$ cat config.mk
export PLATFORM = sky130hd
export DESIGN_NAME = fp_rounder
export DESIGN_NICKNAME = d
export VERILOG_FILES = /design/src/rtl/fp_rounder.sv
export SDC_FILE = /design/constraint.sdc
export NUM_CORES = 1
export LEC_CHECK = 0
export ABC_AREA = 1
export BUFFER_PORTS_ARGS = -buffer_cell sky130_fd_sc_hd__buf_2
export CORE_AREA = 2 2 44 46
export DETAILED_ROUTE_END_ITERATION = 8
export DIE_AREA = 0 0 46 48
export GPL_TIMING_DRIVEN = 0
export SYNTH_ARGS = -nofsm -noshare
export SYNTH_HDL_FRONTEND = slang
export SYNTH_SLANG_ARGS = --single-unit
$ cat constraint.sdc
create_clock -name clk -period 1.1 [get_ports clk]
set_clock_uncertainty 0.15 [all_clocks]
set_input_delay 0.055 -clock clk [delete_from_list [all_inputs] [get_ports clk]]
set_output_delay 0.055 -clock clk [all_outputs]
set_load 0.01 [all_outputs]
$ cat src/rtl/fp_rounder.sv
// Round-half-up stage of the 8-bit float converter: renormalises on significand carry, saturates at max.
// One cycle from in_valid to out_valid; accepts a new input every cycle and never stalls.
module fp_rounder #(
  parameter int EXP_W  = 3,
  parameter int MANT_W = 5
) (
  input  logic              clk,
  input  logic              rst,
  input  logic              in_valid,
  input  logic [EXP_W-1:0]  E_in,
  input  logic [MANT_W-1:0] F_in,
  input  logic              Sixth,
  output logic              out_valid,
  output logic [EXP_W-1:0]  E_out,
  output logic [MANT_W-1:0] F_out,
  output logic              ovf
);

  logic [MANT_W:0]     mant_sum;
  logic [EXP_W:0]      exp_sum;
  logic [EXP_W-1:0]    e_nxt;
  logic [MANT_W-1:0]   f_nxt;
  logic                ovf_nxt;

  // One extra bit on each adder exposes the carry-out.
  assign mant_sum = {1'b0, F_in} + {{MANT_W{1'b0}}, 1'b1};
  assign exp_sum  = {1'b0, E_in} + {{EXP_W{1'b0}}, 1'b1};

  always_comb begin
    e_nxt   = E_in;
    f_nxt   = F_in;
    ovf_nxt = 1'b0;
    if (Sixth) begin
      if (!mant_sum[MANT_W]) begin
        f_nxt = mant_sum[MANT_W-1:0];
      end else if (!exp_sum[EXP_W]) begin
        // Significand wrapped to 1 followed by zeros: shift right, bump exponent.
        f_nxt = mant_sum[MANT_W:1];
        e_nxt = exp_sum[EXP_W-1:0];
      end else begin
        f_nxt   = {MANT_W{1'b1}};
        e_nxt   = {EXP_W{1'b1}};
        ovf_nxt = 1'b1;
      end
    end
  end

  always_ff @(posedge clk) begin
    if (rst) begin
      out_valid <= 1'b0;
      E_out     <= '0;
      F_out     <= '0;
      ovf       <= 1'b0;
    end else begin
      out_valid <= in_valid;
      if (in_valid) begin
        E_out <= e_nxt;
        F_out <= f_nxt;
        ovf   <= ovf_nxt;
      end
    end
  end

endmodule

==> flow_summary_export.csv <==
group,metric,value,unit
global_routing,grt_pass1_vias,537,
synth,synthAdderAreaFrac,3.85,%
synth,yosysMostFrequentCell,"nand2_1",
synth,synthSimpleGateAreaFrac,42.0,%
synth,yosys.area_share.xor_xnor,2.70,%
final_layout,n_antenna_cell,0,
final_layout,fin_nets,145,
power,sequentialPowerShare,42.3,%
floorplan,chipHeight,48,µm
global_routing,grt_pass1_wl,2150,µm
power,switching_share,27.7,%
sta,fin_setup_tns,0,ps
critical_path,crit_slowest_cell,"dlygate4sd3_1",
sta,hold_ws,-14.5,ps
critical_path,crit_path_cell_trace,"buf_2 > dlygate4sd3_1 > inv_1 > nor2_1 > a21oi_1",
final_layout,final_cells,147,
critical_path,path_class,"in -> reg",
synth,synth_edf_count,0,
clock_network,cts_max_level,1,
place,place.gp.congestion,0.819,
place,io_buffers,21,
synth,synth.largest_area_cell,"dfxtp_1",
sta,rsz0062_at_grt,"false",
power,combPwrFrac,22.7,%
clock_network,cts_buffer_depth,2,
critical_path,endpoint_kind,"flip-flop",
floorplan,die_width,46,µm
final_layout,nFillCells,198,
route,drc,0,
route,vias,702,
floorplan,start_util,38.4,%
final_layout,area_growth,31.2,%
power,power.density,1100,nW/µm²
global_routing,grt_max_degree,11,
synth,yosysWarnings,0,
critical_path,reg2reg_depth,2,
critical_path,critPathTopFamily,"buffers and inverters",
sta,relSlewSlack,84.7,%
sta,period_share,90.7,%
route,avgViaCountPerCell,4.78,
synth,yosys-top-cells-area,"dfxtp_1 31%, nand2_1 13%, nor2_1 12%",
power,p_switching,261,µW
min_path,whs_endpoint,"ovf",
synth,synth_top_family_by_area,"simple AND/OR/NAND/NOR gates",
floorplan,ios,22,
clock_network,clk_latency,260,ps
global_routing,antenna_found_initial,0,
power,total_power,941,µW
final_layout,seqCellArea,200,µm²
min_path,hp-start,"Sixth",
clock_network,clkSlewWorstSetupHoldPaths,70,ps
clock_network,clock-sinks,10,
synth,synthMuxAreaShare,0,%
final_layout,multi_input_area,379,µm²
synth,synth_common_cells,"23 x nand2_1, 21 x nor2_1, 12 x inv_1",
synth,ys_types,20,
synth,yosysSeqAreaShare,30.8,%
synth,synth_top_area_share,30.8,%
floorplan,die-area,2210,µm²
sta,setup_viol_count_final,0,
min_path,hold_depth,3,
power,peakVddDrop,0.411,mV
clock_network,cts_buffers,3,
synth,ys_ff_latch,10,
synth,syn_area,649,µm²
synth,synth-compound-area-share,9.83,%
synth,async_reset_ff_share,0,%
flow_run,maxCapViolations,0,
sta,max_slew.worst_pin.slew,228,ps
route,wl_per_cell,9.80,µm
synth,synth_ff_type,"dfxtp_1",
route,wl,1440,µm
run_status,violations,"negative hold slack",
critical_path,critical_path_arrival,1010,ps
sta,final-hold-violation-count,1,
floorplan,core,1690,µm²
place,placed_cells,139,
sta,drv_slew,0,
critical_path,crit_fanout,7,
critical_path,r2r-end,"F_out[3]",
place,hpwl,1130,µm
power,clkPwrFrac,35.1,%
clock_network,cts_tree,"yes",
route,drt_iter0_markers,11,
synth,syn-instance-count,101,
final_layout,drive_above_1_share,26.2,%
sta,post-route-min-period,998,ps
critical_path,reg2reg_from,"F_out[3]",
clock_network,root_buffer,"clkbuf_4",
synth,avgSynthCellArea,6.43,µm²
global_routing,grt.overflow.total,0,
power,power.leakage,0.000464,µW
critical_path,reg2reg_slack,290,ps
floorplan,rows,15,
critical_path,crit_start,"in_valid",
min_path,min_path_type,"in -> reg",
synth,synth.net_count,115,
route,first_pass_iters,5,
route,antenna_left,0,
power,internal_power,680,µW
critical_path,worst_setup_path_start_kind,"input pin",
global_routing,grtUsageTotal,14.0,%
critical_path,cpPeakStageDelay,570,ps
critical_path,cp_num_buf_inv,3,
critical_path,required,1110,ps
sta,max_freq,1000,MHz
run_status,status,"finished, violations left",
==> metal layers <==
| metal | up-vias | GRT usage [%] | wire [µm] | part of all wire [%] |
|---|---|---|---|---|
| met5 | - | 0 | 0 | 0 |
| met4 | 0 | 6.86 | 16 | 1.1 |
| li1 | 382 | - | - | - |
| met3 | 3 | 3.40 | 60 | 4.2 |
| met1 | 298 | 16.0 | 666 | 46 |
| met2 | 19 | 24.4 | 699 | 49 |
==> power groups by stage <==
stage	clock network, µW	registers [µW]	logic [µW]
2_1_floorplan	0	419	106
6_report	330	398	213
4_1_cts	331	397	214
3_3_place_gp	0	404	200
3_5_place_dp	0	406	202
5_1_grt	359	400	242
==> cell families after synthesis <==
group | Yosys count
fa+ha+maj | 2
simple gates | 60
compound gates | 12
flops | 10
buf+inv | 15
xor+xnor | 2
==> registers in the layout, summed over array words and instances (netlist names) <==
signal	flops
F_out	5
out_valid	1
E_out	3
ovf	1
==> worst max path at each step <==
stage / end / slack (ps) / depth (start not counted)
detailed placement: F_out[1] / -100 / 8
floorplan: F_out[1] / 150 / 7
CTS: ovf / 60 / 5
finish: F_out[0] / 100 / 5
global placement: F_out[1] / -80 / 8
global route: ovf / 50 / 5
==> worst min-delay path: cells and delay by family <==
family,cells,cell delay (ps)
buffers and inverters,1,140
and+or+nand+nor,1,100
AOI/OAI and AO/OA,1,60
==> metrics by stage <==
| step | util (%) | hold WS (ps) | area (µm²) | setup WS [ps] |
|---|---|---|---|---|
| 6_report | 50.4 | -14.5 | 852 | 102 |
| 5_1_grt | 50.4 | 19.3 | 852 | 49.7 |
| 4_1_cts | 50.4 | -7.62 | 852 | 56.6 |
| 3_5_place_dp | 45.9 | 116 | 776 | -96.6 |
| 3_3_place_gp | 45.9 | 113 | 776 | -78.1 |
| 2_1_floorplan | - | -22.6 | 649 | 147 |
==> final cells by class <==
type	instances	area share, %
Multi-Input combinational cell	76	44.5
Timing Repair Buffer	25	17.0
Sequential cell	10	23.5
Inverter	13	5.73
Clock buffer	4	4.26
Tap cell	17	2.50
Buffer	2	2.50
==> what timing repair did <==
action,CTS,global route
endpoints found under the setup margin,0,1
gates resized for setup,0,1
buffers inserted,0,0
endpoints found under the hold margin,6,0
hold buffers,4,0
==> cell usage in the layout, fill, tap and decap left out, drive strengths merged <==
cell type / instances
a21oi: 2
o21ai: 10
dlygate4sd3: 4
nor2: 22
nand4: 3
inv: 12
nand2: 25
ha: 2
xor2: 1
buf: 22
dfxtp: 10
nand3: 10
xnor2: 1
clkbuf: 5
clkinv: 1
(Power assumes the default switching activity.)
